--- config.mk ---
export PLATFORM = sky130hd
export DESIGN_NAME = mac_rx_read_ctrl_flat
export DESIGN_NICKNAME = d
export VERILOG_FILES = /design/src/rtl/mac_rx_pkg.sv /design/src/rtl/mac_rx_read_ctrl_if.sv /design/src/rtl/mac_rx_len_cnt.sv /design/src/rtl/mac_rx_read_ctrl.sv /design/src/flat_wrapper.sv
export SDC_FILE = /design/constraint.sdc
export NUM_CORES = 1
export LEC_CHECK = 0
export CAP_MARGIN = 0
export CORE_ASPECT_RATIO = 1.25
export CORE_MARGIN = 3
export CORE_UTILIZATION = 50
export DETAILED_ROUTE_END_ITERATION = 8
export PLACE_DENSITY = 0.82
export SLEW_MARGIN = 5
export SYNTH_ARGS = -nofsm -noshare
export SYNTH_HDL_FRONTEND = slang
export SYNTH_SLANG_ARGS = --single-unit
--- constraint.sdc ---
create_clock -name mac_clk_i -period 7.1 [get_ports mac_clk_i]
set_clock_uncertainty 0.2 [all_clocks]
set_input_delay 1.42 -clock mac_clk_i [delete_from_list [all_inputs] [get_ports mac_clk_i]]
set_output_delay 1.42 -clock mac_clk_i [all_outputs]
set_load 0.05 [all_outputs]
--- src/rtl/mac_rx_pkg.sv ---
// Shared types and defaults for the MAC receive read controller.
// Holds the FSM state encoding and the end-of-packet byte-enable decode.
package mac_rx_pkg;

    localparam int MAX_PKT_BYTES_DEF = 1518;
    localparam int TIMEOUT_CYC_DEF   = 255;

    typedef enum logic [2:0] {
        ST_IDLE = 3'd0,
        ST_REQ  = 3'd1,
        ST_DATA = 3'd2,
        ST_DESC = 3'd3,
        ST_DROP = 3'd4
    } state_e;

    // A zero byte enable on the eop word means the whole word is valid.
    function automatic logic [2:0] ben_decode(input logic [1:0] ben);
        return (ben == 2'b00) ? 3'd4 : {1'b0, ben};
    endfunction

endpackage

--- src/rtl/mac_rx_read_ctrl_if.sv ---
// Downstream side of the receive controller: buffer write port and frame descriptor.
// The master modport is the controller, the slave modport is the buffer/descriptor consumer.
interface mac_rx_read_ctrl_if #(
    parameter int BUF_AW = 12
);

    logic [BUF_AW:0] buf_wfree_i;
    logic [31:0]     buf_wdata_o;
    logic            buf_wen_o;
    logic            buf_wlast_o;
    logic            buf_abort_o;
    logic            desc_valid_o;
    logic            desc_ready_i;
    logic [15:0]     desc_len_o;
    logic            desc_err_o;

    modport master (
        input  buf_wfree_i,
        input  desc_ready_i,
        output buf_wdata_o,
        output buf_wen_o,
        output buf_wlast_o,
        output buf_abort_o,
        output desc_valid_o,
        output desc_len_o,
        output desc_err_o
    );

    modport slave (
        output buf_wfree_i,
        output desc_ready_i,
        input  buf_wdata_o,
        input  buf_wen_o,
        input  buf_wlast_o,
        input  buf_abort_o,
        input  desc_valid_o,
        input  desc_len_o,
        input  desc_err_o
    );

endinterface

--- src/rtl/mac_rx_len_cnt.sv ---
// Frame byte accumulator with 16-bit saturation and the oversize-frame compare.
// over_o looks ahead: it reports whether adding bytes_i would exceed the frame limit.
module mac_rx_len_cnt
    import mac_rx_pkg::*;
#(
    parameter int MAX_PKT_BYTES = MAX_PKT_BYTES_DEF
) (
    input  logic        clk_i,
    input  logic        rst_i,
    input  logic        first_i,
    input  logic        commit_i,
    input  logic [2:0]  bytes_i,
    output logic [15:0] len_o,
    output logic        over_o
);

    localparam logic [15:0] MAX_LEN = 16'(MAX_PKT_BYTES);

    logic [15:0] len_q;
    logic [15:0] len_d;
    logic [16:0] sum_raw;
    logic [15:0] sum_sat;

    assign sum_raw = {1'b0, len_q} + {14'd0, bytes_i};
    assign sum_sat = sum_raw[16] ? 16'hFFFF : sum_raw[15:0];
    assign over_o  = (sum_sat > MAX_LEN);
    assign len_o   = len_q;

    always_comb begin
        len_d = len_q;
        if (first_i) begin
            len_d = {13'd0, bytes_i};
        end else if (commit_i) begin
            len_d = sum_sat;
        end
    end

    always_ff @(posedge clk_i) begin
        if (rst_i) begin
            len_q <= 16'd0;
        end else begin
            len_q <= len_d;
        end
    end

endmodule

--- src/rtl/mac_rx_read_ctrl.sv ---
// Pulls frames out of the MAC receive FIFO into a downstream buffer and emits one
// descriptor per good frame; oversize, truncated or stalled frames are rolled back.
module mac_rx_read_ctrl
    import mac_rx_pkg::*;
#(
    parameter int MAX_PKT_BYTES = MAX_PKT_BYTES_DEF,
    parameter int BUF_AW        = 12,
    parameter int TIMEOUT_CYC   = TIMEOUT_CYC_DEF
) (
    input  logic               mac_clk_i,
    input  logic               mac_rst_i,
    input  logic [31:0]        mac_rxd_i,
    input  logic [1:0]         mac_ben_i,
    input  logic               mac_rxda_i,
    input  logic               mac_rxsop_i,
    input  logic               mac_rxeop_i,
    input  logic               mac_rxdv_i,
    output logic               mac_rxrqrd_o,
    mac_rx_read_ctrl_if.master bus_if,
    output logic [31:0]        stat_pkt_cnt_o,
    output logic [31:0]        stat_drop_cnt_o,
    output logic               idle_o
);

    localparam logic [31:0] WORDS_NEEDED = 32'((MAX_PKT_BYTES + 3) / 4);
    localparam int          TW           = (TIMEOUT_CYC < 2) ? 1 : $clog2(TIMEOUT_CYC + 1);
    localparam logic [TW-1:0] TIMER_LAST = TW'(TIMEOUT_CYC - 1);

    state_e      state_q, state_d;
    logic [TW-1:0] timer_q, timer_d;
    logic        timer_run, timeout_hit;

    logic [BUF_AW:0] wfree;
    logic        room_ok;
    logic [2:0]  word_bytes;
    logic [15:0] len_q;
    logic        len_over;

    logic        wr_ev, last_ev, abort_ev, drop_ev, pkt_ev;
    logic        len_first, len_commit;

    logic        desc_valid_d;
    logic [15:0] desc_len_d;

    logic [31:0] wdata_q;
    logic        wen_q, wlast_q, abort_q;
    logic [31:0] pkt_cnt_q, drop_cnt_q;

    assign wfree      = bus_if.buf_wfree_i;
    assign room_ok    = ({{(31 - BUF_AW){1'b0}}, wfree} >= WORDS_NEEDED);
    assign word_bytes = mac_rxeop_i ? ben_decode(mac_ben_i) : 3'd4;

    assign timer_run   = ((state_q == ST_REQ) || (state_q == ST_DATA) || (state_q == ST_DROP))
                         && !mac_rxdv_i;
    assign timer_d     = timer_run ? (timer_q + 1'b1) : '0;
    assign timeout_hit = timer_run && (timer_q == TIMER_LAST);

    mac_rx_len_cnt #(
        .MAX_PKT_BYTES (MAX_PKT_BYTES)
    ) u_len_cnt (
        .clk_i    (mac_clk_i),
        .rst_i    (mac_rst_i),
        .first_i  (len_first),
        .commit_i (len_commit),
        .bytes_i  (word_bytes),
        .len_o    (len_q),
        .over_o   (len_over)
    );

    always_ff @(posedge mac_clk_i) begin
        if (mac_rst_i) begin
            state_q <= ST_IDLE;
            timer_q <= '0;
        end else begin
            state_q <= state_d;
            timer_q <= timer_d;
        end
    end

    // A sop always opens a frame with its first word; the first word alone can never be oversize.
    always_comb begin
        state_d    = state_q;
        wr_ev      = 1'b0;
        last_ev    = 1'b0;
        abort_ev   = 1'b0;
        drop_ev    = 1'b0;
        pkt_ev     = 1'b0;
        len_first  = 1'b0;
        len_commit = 1'b0;
        case (state_q)
            ST_IDLE: begin
                if (mac_rxda_i && !desc_valid_d && room_ok) begin
                    state_d = ST_REQ;
                end
            end
            ST_REQ: begin
                if (mac_rxdv_i && mac_rxsop_i) begin
                    len_first = 1'b1;
                    wr_ev     = 1'b1;
                    last_ev   = mac_rxeop_i;
                    state_d   = mac_rxeop_i ? ST_DESC : ST_DATA;
                end else if (mac_rxdv_i) begin
                    drop_ev = 1'b1;
                end else if (timeout_hit) begin
                    state_d = ST_IDLE;
                end
            end
            ST_DATA: begin
                if (mac_rxdv_i && mac_rxsop_i) begin
                    abort_ev  = 1'b1;
                    drop_ev   = 1'b1;
                    len_first = 1'b1;
                    wr_ev     = 1'b1;
                    last_ev   = mac_rxeop_i;
                    state_d   = mac_rxeop_i ? ST_DESC : ST_DATA;
                end else if (mac_rxdv_i && len_over) begin
                    abort_ev = 1'b1;
                    drop_ev  = 1'b1;
                    state_d  = mac_rxeop_i ? ST_IDLE : ST_DROP;
                end else if (mac_rxdv_i) begin
                    len_commit = 1'b1;
                    wr_ev      = 1'b1;
                    last_ev    = mac_rxeop_i;
                    if (mac_rxeop_i) begin
                        state_d = ST_DESC;
                    end
                end else if (timeout_hit) begin
                    abort_ev = 1'b1;
                    drop_ev  = 1'b1;
                    state_d  = ST_IDLE;
                end
            end
            ST_DESC: begin
                if (bus_if.desc_ready_i) begin
                    pkt_ev  = 1'b1;
                    state_d = ST_IDLE;
                end
            end
            ST_DROP: begin
                if ((mac_rxdv_i && mac_rxeop_i) || timeout_hit) begin
                    state_d = ST_IDLE;
                end
            end
            default: state_d = ST_IDLE;
        endcase
    end

    always_comb begin
        mac_rxrqrd_o = (state_q == ST_REQ) || (state_q == ST_DATA);
        idle_o       = (state_q == ST_IDLE);
        desc_valid_d = (state_q == ST_DESC);
        desc_len_d   = desc_valid_d ? len_q : 16'd0;
    end

    // On a sop restart abort and the new frame's first write land together: roll back, then write.
    always_ff @(posedge mac_clk_i) begin
        if (mac_rst_i) begin
            wdata_q    <= 32'd0;
            wen_q      <= 1'b0;
            wlast_q    <= 1'b0;
            abort_q    <= 1'b0;
            pkt_cnt_q  <= 32'd0;
            drop_cnt_q <= 32'd0;
        end else begin
            wen_q   <= wr_ev;
            wlast_q <= last_ev;
            abort_q <= abort_ev;
            if (wr_ev) begin
                wdata_q <= mac_rxd_i;
            end
            if (pkt_ev) begin
                pkt_cnt_q <= pkt_cnt_q + 32'd1;
            end
            if (drop_ev) begin
                drop_cnt_q <= drop_cnt_q + 32'd1;
            end
        end
    end

    assign bus_if.buf_wdata_o  = wdata_q;
    assign bus_if.buf_wen_o    = wen_q;
    assign bus_if.buf_wlast_o  = wlast_q;
    assign bus_if.buf_abort_o  = abort_q;
    assign bus_if.desc_valid_o = desc_valid_d;
    assign bus_if.desc_len_o   = desc_len_d;
    assign bus_if.desc_err_o   = 1'b0;
    assign stat_pkt_cnt_o      = pkt_cnt_q;
    assign stat_drop_cnt_o     = drop_cnt_q;

endmodule

--- src/flat_wrapper.sv ---
// flat-port wrapper written by rule: the top's interface ports become plain ports
module mac_rx_read_ctrl_flat import mac_rx_pkg::*;
#(
    parameter int MAX_PKT_BYTES = MAX_PKT_BYTES_DEF,
    parameter int BUF_AW        = 12,
    parameter int TIMEOUT_CYC   = TIMEOUT_CYC_DEF
)
  (mac_clk_i, mac_rst_i, mac_rxd_i, mac_ben_i, mac_rxda_i, mac_rxsop_i, mac_rxeop_i, mac_rxdv_i, mac_rxrqrd_o, stat_pkt_cnt_o, stat_drop_cnt_o, idle_o, bus_if_buf_wfree_i, bus_if_desc_ready_i, bus_if_buf_wdata_o, bus_if_buf_wen_o, bus_if_buf_wlast_o, bus_if_buf_abort_o, bus_if_desc_valid_o, bus_if_desc_len_o, bus_if_desc_err_o);
  mac_rx_read_ctrl_if #(.BUF_AW(BUF_AW)) bus_if_i ();
  input  logic mac_clk_i;
  input  logic mac_rst_i;
  input  logic [31:0] mac_rxd_i;
  input  logic [1:0] mac_ben_i;
  input  logic mac_rxda_i;
  input  logic mac_rxsop_i;
  input  logic mac_rxeop_i;
  input  logic mac_rxdv_i;
  output logic mac_rxrqrd_o;
  output logic [31:0] stat_pkt_cnt_o;
  output logic [31:0] stat_drop_cnt_o;
  output logic idle_o;
  input wire logic [$bits(bus_if_i.buf_wfree_i)-1:0] bus_if_buf_wfree_i;
  input wire logic [$bits(bus_if_i.desc_ready_i)-1:0] bus_if_desc_ready_i;
  output wire logic [$bits(bus_if_i.buf_wdata_o)-1:0] bus_if_buf_wdata_o;
  output wire logic [$bits(bus_if_i.buf_wen_o)-1:0] bus_if_buf_wen_o;
  output wire logic [$bits(bus_if_i.buf_wlast_o)-1:0] bus_if_buf_wlast_o;
  output wire logic [$bits(bus_if_i.buf_abort_o)-1:0] bus_if_buf_abort_o;
  output wire logic [$bits(bus_if_i.desc_valid_o)-1:0] bus_if_desc_valid_o;
  output wire logic [$bits(bus_if_i.desc_len_o)-1:0] bus_if_desc_len_o;
  output wire logic [$bits(bus_if_i.desc_err_o)-1:0] bus_if_desc_err_o;
  assign bus_if_i.buf_wfree_i = bus_if_buf_wfree_i;
  assign bus_if_i.desc_ready_i = bus_if_desc_ready_i;
  assign bus_if_buf_wdata_o = bus_if_i.buf_wdata_o;
  assign bus_if_buf_wen_o = bus_if_i.buf_wen_o;
  assign bus_if_buf_wlast_o = bus_if_i.buf_wlast_o;
  assign bus_if_buf_abort_o = bus_if_i.buf_abort_o;
  assign bus_if_desc_valid_o = bus_if_i.desc_valid_o;
  assign bus_if_desc_len_o = bus_if_i.desc_len_o;
  assign bus_if_desc_err_o = bus_if_i.desc_err_o;
  mac_rx_read_ctrl #(.MAX_PKT_BYTES(MAX_PKT_BYTES), .BUF_AW(BUF_AW), .TIMEOUT_CYC(TIMEOUT_CYC)) u_core (.mac_clk_i(mac_clk_i), .mac_rst_i(mac_rst_i), .mac_rxd_i(mac_rxd_i), .mac_ben_i(mac_ben_i), .mac_rxda_i(mac_rxda_i), .mac_rxsop_i(mac_rxsop_i), .mac_rxeop_i(mac_rxeop_i), .mac_rxdv_i(mac_rxdv_i), .mac_rxrqrd_o(mac_rxrqrd_o), .bus_if(bus_if_i), .stat_pkt_cnt_o(stat_pkt_cnt_o), .stat_drop_cnt_o(stat_drop_cnt_o), .idle_o(idle_o));
endmodule
==> impl_metrics.ini, run 1 <==
[worst_setup_path]
cp.required_ns = 7.21
endpoint_kind = register
critPathMaxFanout = 36
worst_ep_arrival_time_ns = 5.51
worstSetupPathType = in2reg
worstSetupStartpointType = input port

[final_layout]
syn2layout_area_growth_pct = 34.7
fillers = 1061
drive_above_1_share_pct = 9.31
layout.cells.non_filler = 1113
diodes = 0
design.final.nets = 994

[floorplan]
initial_core_util_pct = 51.5
dieArea_um2 = 14600
core_area_um2 = 12800
num_rows = 46
fp.dieH_um = 135
die_w_um = 109
io_pins = 173

[yosys]
synth_edf_count = 0
ys_warn_count = 0
synth_seq_area_share_pct = 38.2
ys.flop_type = dfxtp_1
synth-seq-cells = 126
synth.distinct_cells = 64
syn_area_um2 = 6610
syn-instance-count = 783
synth_nets = 845
avgSynthCellArea_um2 = 8.44
synthArstFlopShare_pct = 0

[sta]
setup_violations = 0
slew_viol_final = 0
period_share_pct = 76.1
slew_headroom_pct = 44.3
rsz0062_at_grt = false
worst_slew_pin_slew_ns = 0.833
clock.fmax_mhz = 185
hold_viol = 0
post-route-min-period_ns = 5.40
fin_setup_tns_ns = 0

[grt]
antenna_found_initial = 0
grt_pass1_vias = 5771
grt_pass1_wl_um = 27300
grt_overflow_total = 0
grt_max_degree = 63
grt_use_total_pct = 22.8

[clock_network]
cts_made_buffers = 17
htreeDepth = 4
cts_resized = 0
hold_buffers = 0
clk_latency_ns = 0.42
post_cts_buffers = 0
cts_tree = built
clock-sinks = 126
path_clk_slew_ns = 0.06
cts_root_buf = clkbuf_16
clockBufferDepth = 2

[detailed_routing]
dr.pass1.iters = 5
ant_nets = 0
routed_wl_um = 16500
drc_errors = 0
viasPerCell = 5.47
post_drt_wl_per_cell_um = 14.9
vias = 6091
drt_iter0_drc = 288

[status]
status = finished clean

[placed_design]
portBuffers = 169
gp_congestion = 0.915
dp_hpwl_um = 11600
dp.cells = 1081

[pwr]
power_density_nw_per_um2 = 236
p_leak_nw = 3.42
irDropWorstVdd_mv = 0.191

[worst_hold_path]
hold_class = reg2reg

[flow_run]
drv_cap = 0
[where the power goes]
part | switching (W) | internal, W
registers | 0.0000338 | 0.000753
clock network | 0.000342 | 0.000451
logic | 0.000330 | 0.000190
total | 0.000706 | 0.00139
[logic make-up after synthesis]
group / count (synthesis) / synth area share (%)
multiplexers: 70 / 11.2
AND/OR/NAND/NOR: 380 / 29.3
flip-flops: 126 / 38.2
adder cells (fa/ha/maj): 9 / 1.78
AO/OA/AOI/OAI: 110 / 11.4
XOR/XNOR: 34 / 4.51
other: 1 / 0.0568
buffers and inverters: 53 / 3.58
[synthesized netlist by cell type, drive strengths merged, types with 8 or more instances]
cell type / instances / share of area, %
nand2b: 9 / 0.85
a21oi: 42 / 3.2
and4: 8 / 1.1
clkbuf: 33 / 1.9
or3: 16 / 1.5
xor2: 28 / 3.7
a21boi: 12 / 1.4
mux2i: 40 / 6.1
nor3: 8 / 0.61
and2: 23 / 2.2
mux2: 30 / 5.1
and3: 19 / 1.8
o21ai: 14 / 1.1
nand4: 15 / 1.6
o31ai: 10 / 1.3
nand3: 36 / 2.7
nor2: 80 / 4.5
buf: 13 / 1.3
dfxtp: 126 / 38
nor2b: 30 / 2.8
nand2: 111 / 6.3
[state kept, by name (all words and copies together) (netlist names)]
register	cells
u_core.stat_drop_cnt_o	32
u_core.bus_if.buf_wdata_o	32
u_core.u_len_cnt.len_o	16
u_core.bus_if.buf_wlast_o	1
u_core.stat_pkt_cnt_o	32
u_core.state_q	3
u_core.bus_if.buf_wen_o	1
u_core.timer_q	8
u_core.bus_if.buf_abort_o	1
[metrics by stage]
stage,setup slack (ns),hold slack [ns],cell area (um2),util (%),power (W)
final,1.70,0.257,8900,69.3,0.00210
after floorplan,2.57,0.230,6610,-,0.00117
after detailed placement,1.30,0.253,8360,65.1,0.00132
after global routing,1.36,0.271,8900,69.3,0.00219
after global placement,1.34,0.243,8360,65.1,0.00132
after CTS,1.68,0.262,8900,69.3,0.00212
[layout by cell type, fill, tap and decap left out, drive strengths merged, types with 7 or more instances in the layout]
| master | count |
|---|---|
| nand2 | 111 |
| or3 | 16 |
| or4 | 7 |
| xor2 | 28 |
| nor4 | 7 |
| a21boi | 12 |
| and4 | 8 |
| inv | 12 |
| nor2 | 80 |
| nand4 | 15 |
| mux2i | 40 |
| nor3 | 8 |
| and3 | 19 |
| o21ai | 14 |
| o31ai | 10 |
| clkbuf | 18 |
| nand2b | 9 |
| a21oi | 42 |
| mux2 | 30 |
| buf | 8 |
| ha | 7 |
| nor2b | 30 |
| nand3 | 36 |
| clkdlybuf4s50 | 168 |
| and2 | 23 |
| dfxtp | 126 |
[metal layers]
metal,global-route usage [%],up-vias,part of all wire (%)
li1,-,3040,-
met1,27.5,2828,42
met2,39.0,198,50
met3,6.17,25,5.8
met4,7.86,0,2.1
met5,0,-,0
[layout make-up]
cell class              count  area [um2]  area share (%)
clock inverters            14         111            1.25
clock buffers              18         429            4.82
repair buffers            176        1740            19.6
inverters                   7        26.3           0.295
multi-input cells         604        3860            43.4
flip-flops and latches    126        2520            28.3
well taps                 168         210            2.36
[final timing paths]
| path | from | to | slack [ns] | cells after the start |
|---|---|---|---|---|
| worst max-delay path | mac_rxeop_i | u_core.u_len_cnt.len_o[2] | 1.70 | 12 |
| worst min-delay path | u_core.bus_if.buf_wdata_o[16] | u_core.bus_if.buf_wdata_o[16] | 0.26 | 2 |
| worst max register to register | u_core.u_len_cnt.len_o[0] | u_core.u_len_cnt.len_o[2] | 3.17 | 10 |
| worst min register to register | u_core.bus_if.buf_wdata_o[16] | u_core.bus_if.buf_wdata_o[16] | 0.26 | 2 |
[critical path, stage by stage]
cell             delay, ns
clkdlybuf4s50_1       0.55
and2_1                0.26
ha_1                  0.26
fa_1                  0.47
a21oi_1               0.42
nor4_1                0.11
nor4_1                0.28
o2111ai_2             0.27
a2111oi_4             0.66
a21oi_4               0.13
buf_4                 0.34
a31o_2                0.33
(Power assumes the default switching activity.)
==> inputs of run 2 (changes only) <==
--- a/config.mk
+++ b/config.mk
@@ -8,9 +8,9 @@
 export CAP_MARGIN = 0
 export CORE_ASPECT_RATIO = 1.25
 export CORE_MARGIN = 3
-export CORE_UTILIZATION = 50
+export CORE_UTILIZATION = 45
 export DETAILED_ROUTE_END_ITERATION = 8
-export PLACE_DENSITY = 0.82
+export PLACE_DENSITY = 0.78
 export SLEW_MARGIN = 5
 export SYNTH_ARGS = -nofsm -noshare
 export SYNTH_HDL_FRONTEND = slang
==> constraint.sdc (replaced) <==
create_clock -name mac_clk_i -period 4.6 [get_ports mac_clk_i]
set_clock_uncertainty 0.2 [all_clocks]
set_input_delay 0.92 -clock mac_clk_i [delete_from_list [all_inputs] [get_ports mac_clk_i]]
set_output_delay 0.92 -clock mac_clk_i [all_outputs]
set_load 0.05 [all_outputs]
==> run 2 against run 1 <==
  * Die area grew 11%
  * Cell count grew 2.8%
  * Global-route usage fell by 1.2 points
  * Sequential power rose by 55%
  * Count of clock-buffer cells in the layout increased by 2
  * Hold slack got worse by 0.00059 ns
  * Largest cell class unchanged
  * Register-to-register slack got worse by 2.1 ns
  * Setup slack worse by 1.5 ns
==> impl_metrics.ini, run 2 (synthesis gave the netlist of run 1 again) <==
[status]
status = finished clean

[placed_design]
post-place-ws_ns = -0.184
portBuffers = 169
gp_congestion = 0.834
dp_hpwl_um = 12200
place_area_um2 = 8610
dp.cells = 1115

[sta]
rsz0062_at_grt = false
layout_setup_ws_ns = 0.201
setup_violations = 0
slew_headroom_pct = 52.3
hold_viol = 0
clock.fmax_mhz = 227
slew_viol_final = 0
worst_slew_pin_slew_ns = 0.713
holdWs_ns = 0.256
period_share_pct = 95.6
post-route-min-period_ns = 4.40

[final_layout]
final_core_util_pct = 64.6
final_cell_mix = clkdlybuf4s50_1, dfxtp_1, nand2_1
final_common_cell = clkdlybuf4s50_1
design.final.nets = 1021
layout.cells.non_filler = 1144
diodes = 0
drive_above_1_share_pct = 11.6
fin_area_um2 = 9110
syn2layout_area_growth_pct = 37.9

[worst_hold_path]
hold_class = reg2reg

[floorplan]
dieArea_um2 = 16200
num_rows = 48
core_area_um2 = 14100
fp.dieH_um = 141
initial_core_util_pct = 46.8
io_pins = 173
die_w_um = 114

[detailed_routing]
vias = 6147
viasPerCell = 5.37
post_drt_wl_per_cell_um = 14.9
ant_nets = 0
drt_iter0_drc = 347
dr.pass1.iters = 5
routed_wl_um = 17000
drc_errors = 0

[worst_setup_path]
crit_chain = clkdlybuf4s50_1 -> and2_1 -> ha_1 -> fa_1 -> a2111oi_0 -> o311a_1 -> nor3_1 -> nor4b_4 -> a32oi_1 -> buf_4 -> a21boi_0 -> mux2_2
max_stage_delay_ns = 0.47
endpoint_kind = register
worstSetupStartpointType = input port
worstSetupPathType = in2reg
cp_slowest_cell = a2111oi_0
cp.required_ns = 4.70
worst_ep_arrival_time_ns = 4.50
critPathMaxFanout = 14

[clock_network]
clock-sinks = 126
htreeDepth = 4
clockBufferDepth = 2
cts_resized = 0
cts_made_buffers = 17
post_cts_buffers = 0
cts_root_buf = clkbuf_16
clk_latency_ns = 0.41
cts_tree = built
hold_buffers = 0
path_clk_slew_ns = 0.05

[flow_run]
drv_cap = 0

[grt]
grt_overflow_total = 0
grt_max_degree = 64
antenna_found_initial = 0
grt_pass1_vias = 5960
grt_pass1_wl_um = 28500
grt_use_total_pct = 21.6

[pwr]
p_leak_nw = 3.58
power_density_nw_per_um2 = 355
irDropWorstVdd_mv = 0.245
-- run 2: power by group --
group | internal [W] | total [W] | switching, W
registers | 0.00116 | 0.00122 | 0.0000539
logic | 0.000332 | 0.000855 | 0.000523
clock network | 0.000697 | 0.00116 | 0.000466
total | 0.00219 | 0.00323 | 0.00104
-- run 2: final cells by class --
| cell class | count | area (um2) |
|---|---|---|
| Clock buffer | 20 | 457 |
| Inverter | 7 | 26.3 |
| Tap cell | 175 | 219 |
| Multi-Input combinational cell | 604 | 3860 |
| Clock inverter | 9 | 47.5 |
| Sequential cell | 126 | 2520 |
| Timing Repair Buffer | 203 | 1980 |
| Fill cell | 1201 | 5000 |
-- run 2: worst max-delay path, delay by kind of cell --
| kind | cells | cell delay, ns |
|---|---|---|
| adder cells (fa/ha/maj) | 2 | 0.64 |
| multiplexers | 1 | 0.37 |
| buffers and inverters | 2 | 0.69 |
| AND/OR/NAND/NOR | 3 | 0.70 |
| AO/OA/AOI/OAI | 4 | 1.15 |
-- run 2: path summary, 6_finish.rpt --
path | endpoint | from | cells after the start | slack (ns)
max | u_core.stat_drop_cnt_o[9] | mac_rxeop_i | 12 | 0.20
min | u_core.bus_if.buf_wdata_o[17] | u_core.bus_if.buf_wdata_o[17] | 2 | 0.26
max reg2reg | u_core.stat_drop_cnt_o[9] | u_core.u_len_cnt.len_o[0] | 10 | 1.05
min reg2reg | u_core.bus_if.buf_wdata_o[17] | u_core.bus_if.buf_wdata_o[17] | 2 | 0.26
-- run 2: through the flow --
stage	setup TNS, ns	power (W)
floorplan	0	0.00180
global placement	-1.79	0.00209
detailed placement	-4.94	0.00209
CTS	0	0.00326
global route	0	0.00337
finish	0	0.00323
-- run 2: per-layer routing --
layer  GRT usage (%)  share of wire [%]  up-vias
met1            25.6                 42     2852
met2            37.6                 51      174
met4            8.19                2.0        0
li1                -                  -     3091
met3            5.08                5.0       30
met5               0                  0        -
==> inputs of run 3 (changes only) <==
--- a/config.mk
+++ b/config.mk
@@ -8,10 +8,9 @@
 export CAP_MARGIN = 0
 export CORE_ASPECT_RATIO = 1.25
 export CORE_MARGIN = 3
-export CORE_UTILIZATION = 45
+export CORE_UTILIZATION = 49
 export DETAILED_ROUTE_END_ITERATION = 8
-export PLACE_DENSITY = 0.78
-export SLEW_MARGIN = 5
+export PLACE_DENSITY = 0.8
 export SYNTH_ARGS = -nofsm -noshare
 export SYNTH_HDL_FRONTEND = slang
 export SYNTH_SLANG_ARGS = --single-unit
==> constraint.sdc (replaced) <==
create_clock -name mac_clk_i -period 4.27 [get_ports mac_clk_i]
set_clock_uncertainty 0.2 [all_clocks]
set_input_delay 0.854 -clock mac_clk_i [delete_from_list [all_inputs] [get_ports mac_clk_i]]
set_output_delay 0.854 -clock mac_clk_i [all_outputs]
set_load 0.05 [all_outputs]
==> run 3 against run 2 <==
  * Combinational power is 12% higher
  * Design area grew 2.3%
  * First-iteration DRC count shrank 8.4%
  * Critical path depth increased by 1
  * Sequential share of layout area down 0.62 points
  * Count of clock-buffer cells in the layout decreased by 2
  * Via count up 1.4%
  * Critical path type unchanged
==> impl_metrics.ini, run 3 (synthesis gave the netlist of run 1 again) <==
[sta]
worst_slew_pin_slew_ns = 0.792
fin_setup_tns_ns = 0
setup_violations = 0
slew_viol_final = 0
slew_headroom_pct = 47.0
post-route-min-period_ns = 4.13
holdWs_ns = 0.257
hold_viol = 0
layout_setup_ws_ns = 0.141
period_share_pct = 96.7
clock.fmax_mhz = 242

[worst_setup_path]
r2r_cells = 11
worstReg2RegStart = u_core.u_len_cnt.len_o[0]
worst_ep_arrival_time_ns = 4.27
worstSetupStartpointType = input port
critPathMaxFanout = 9
endpoint_kind = register
reg2reg_to = u_core.u_len_cnt.len_o[6]
reg2reg_slack_ns = 0.80
cp.required_ns = 4.41
worstSetupPathType = in2reg

[floorplan]
core_area_um2 = 12900
num_rows = 46
io_pins = 173
initial_core_util_pct = 51.0
fp.dieH_um = 136
dieArea_um2 = 14900
die_w_um = 110

[clock_network]
cts_tree = built
clk_latency_ns = 0.42
cts_made_buffers = 17
cts_root_buf = clkbuf_16
path_clk_slew_ns = 0.06
clock-sinks = 126
hold_buffers = 0
clockBufferDepth = 2
htreeDepth = 4

[grt]
grt_use_total_pct = 22.8
grt_overflow_total = 0
grt_pass1_vias = 5760
antenna_found_initial = 0
grt_max_degree = 65
grt_pass1_wl_um = 27400

[detailed_routing]
ant_nets = 0
viasPerCell = 5.42
post_drt_wl_per_cell_um = 14.8
routed_wl_um = 17000
vias = 6232
dr.pass1.iters = 5
drt_iter0_drc = 318
drc_errors = 0

[final_layout]
final_cell_mix = clkdlybuf4s50_1, dfxtp_1, nand2_1
final_common_cell = clkdlybuf4s50_1
multi_input_area_um2 = 3880
fillers = 1046
regArea_um2 = 2520
diodes = 0
drive_above_1_share_pct = 13.1
syn2layout_area_growth_pct = 41.1
final_core_util_pct = 72.0
design.final.nets = 1031

[pwr]
irDropWorstVdd_mv = 0.313
power_density_nw_per_um2 = 403
finalPower_w = 0.00376
p_leak_nw = 3.70

[placed_design]
gp_congestion = 0.902
post-place-ws_ns = -0.446
dp_hpwl_um = 12000
portBuffers = 169

[flow_run]
drv_cap = 0

[worst_hold_path]
hp-start = u_core.bus_if.buf_wdata_o[11]
hold_end = u_core.bus_if.buf_wdata_o[11]
hold_class = reg2reg
whs_path_depth = 2

[status]
status = finished clean
-- run 3: where the power goes --
| part | internal, W | switching (W) |
|---|---|---|
| combinational | 0.000385 | 0.000569 |
| clock | 0.000929 | 0.000566 |
| sequential | 0.00125 | 0.0000569 |
| total | 0.00257 | 0.00119 |
-- run 3: how the worst max path moves through the flow --
stage	startpoint	end	slack [ns]
6_report	mac_ben_i[0]	u_core.u_len_cnt.len_o[6]	0.14
5_1_grt	mac_ben_i[0]	u_core.u_len_cnt.len_o[6]	-0.02
4_1_cts	mac_rxeop_i	u_core.u_len_cnt.len_o[6]	0.02
3_5_place_dp	mac_rxeop_i	u_core.stat_drop_cnt_o[15]	-0.45
3_3_place_gp	mac_rxeop_i	u_core.stat_drop_cnt_o[15]	-0.43
2_1_floorplan	mac_rxeop_i	u_core.stat_drop_cnt_o[15]	0.30
-- run 3: routing by layer --
metal  wire length, um  global-route usage, %
met5                 0                      0
met4               321                   7.83
met3               959                   5.37
met2              8690                   39.6
met1              7080                   27.3
-- run 3: timing repair --
| action | CTS | global route |
|---|---|---|
| setup endpoints to repair | 2 | 79 |
| cloned | 0 | 2 |
| gates resized for setup | 2 | 8 |
| pin swaps | 0 | 3 |
| setup buffers | 0 | 3 |
-- run 3: through the flow --
step | cells | cell area, um2
floorplan | 783 | 6610
global placement | 1113 | 8620
detailed placement | 1113 | 8620
CTS | 1145 | 9240
global route | 1150 | 9320
finish | 1150 | 9320
-- run 3: worst max-delay path, stage by stage --
cell and delay (ns):
clkdlybuf4s50_1 0.40, and2_1 0.16, ha_1 0.22, fa_1 0.44, buf_4 0.17, xor2_1 0.15, a41oi_1 0.21, nor2_1 0.06
a221o_1 0.32, a2111o_1 0.42, buf_4 0.19, or4_1 0.52, a21boi_1 0.16
-- run 3: cell type report --
type | count | area share (%)
Clock buffer | 18 | 4.60
Clock inverter | 14 | 1.95
Inverter | 7 | 0.282
Multi-Input combinational cell | 604 | 41.7
Sequential cell | 126 | 27.1
Tap cell | 168 | 2.26
Timing Repair Buffer | 213 | 22.2
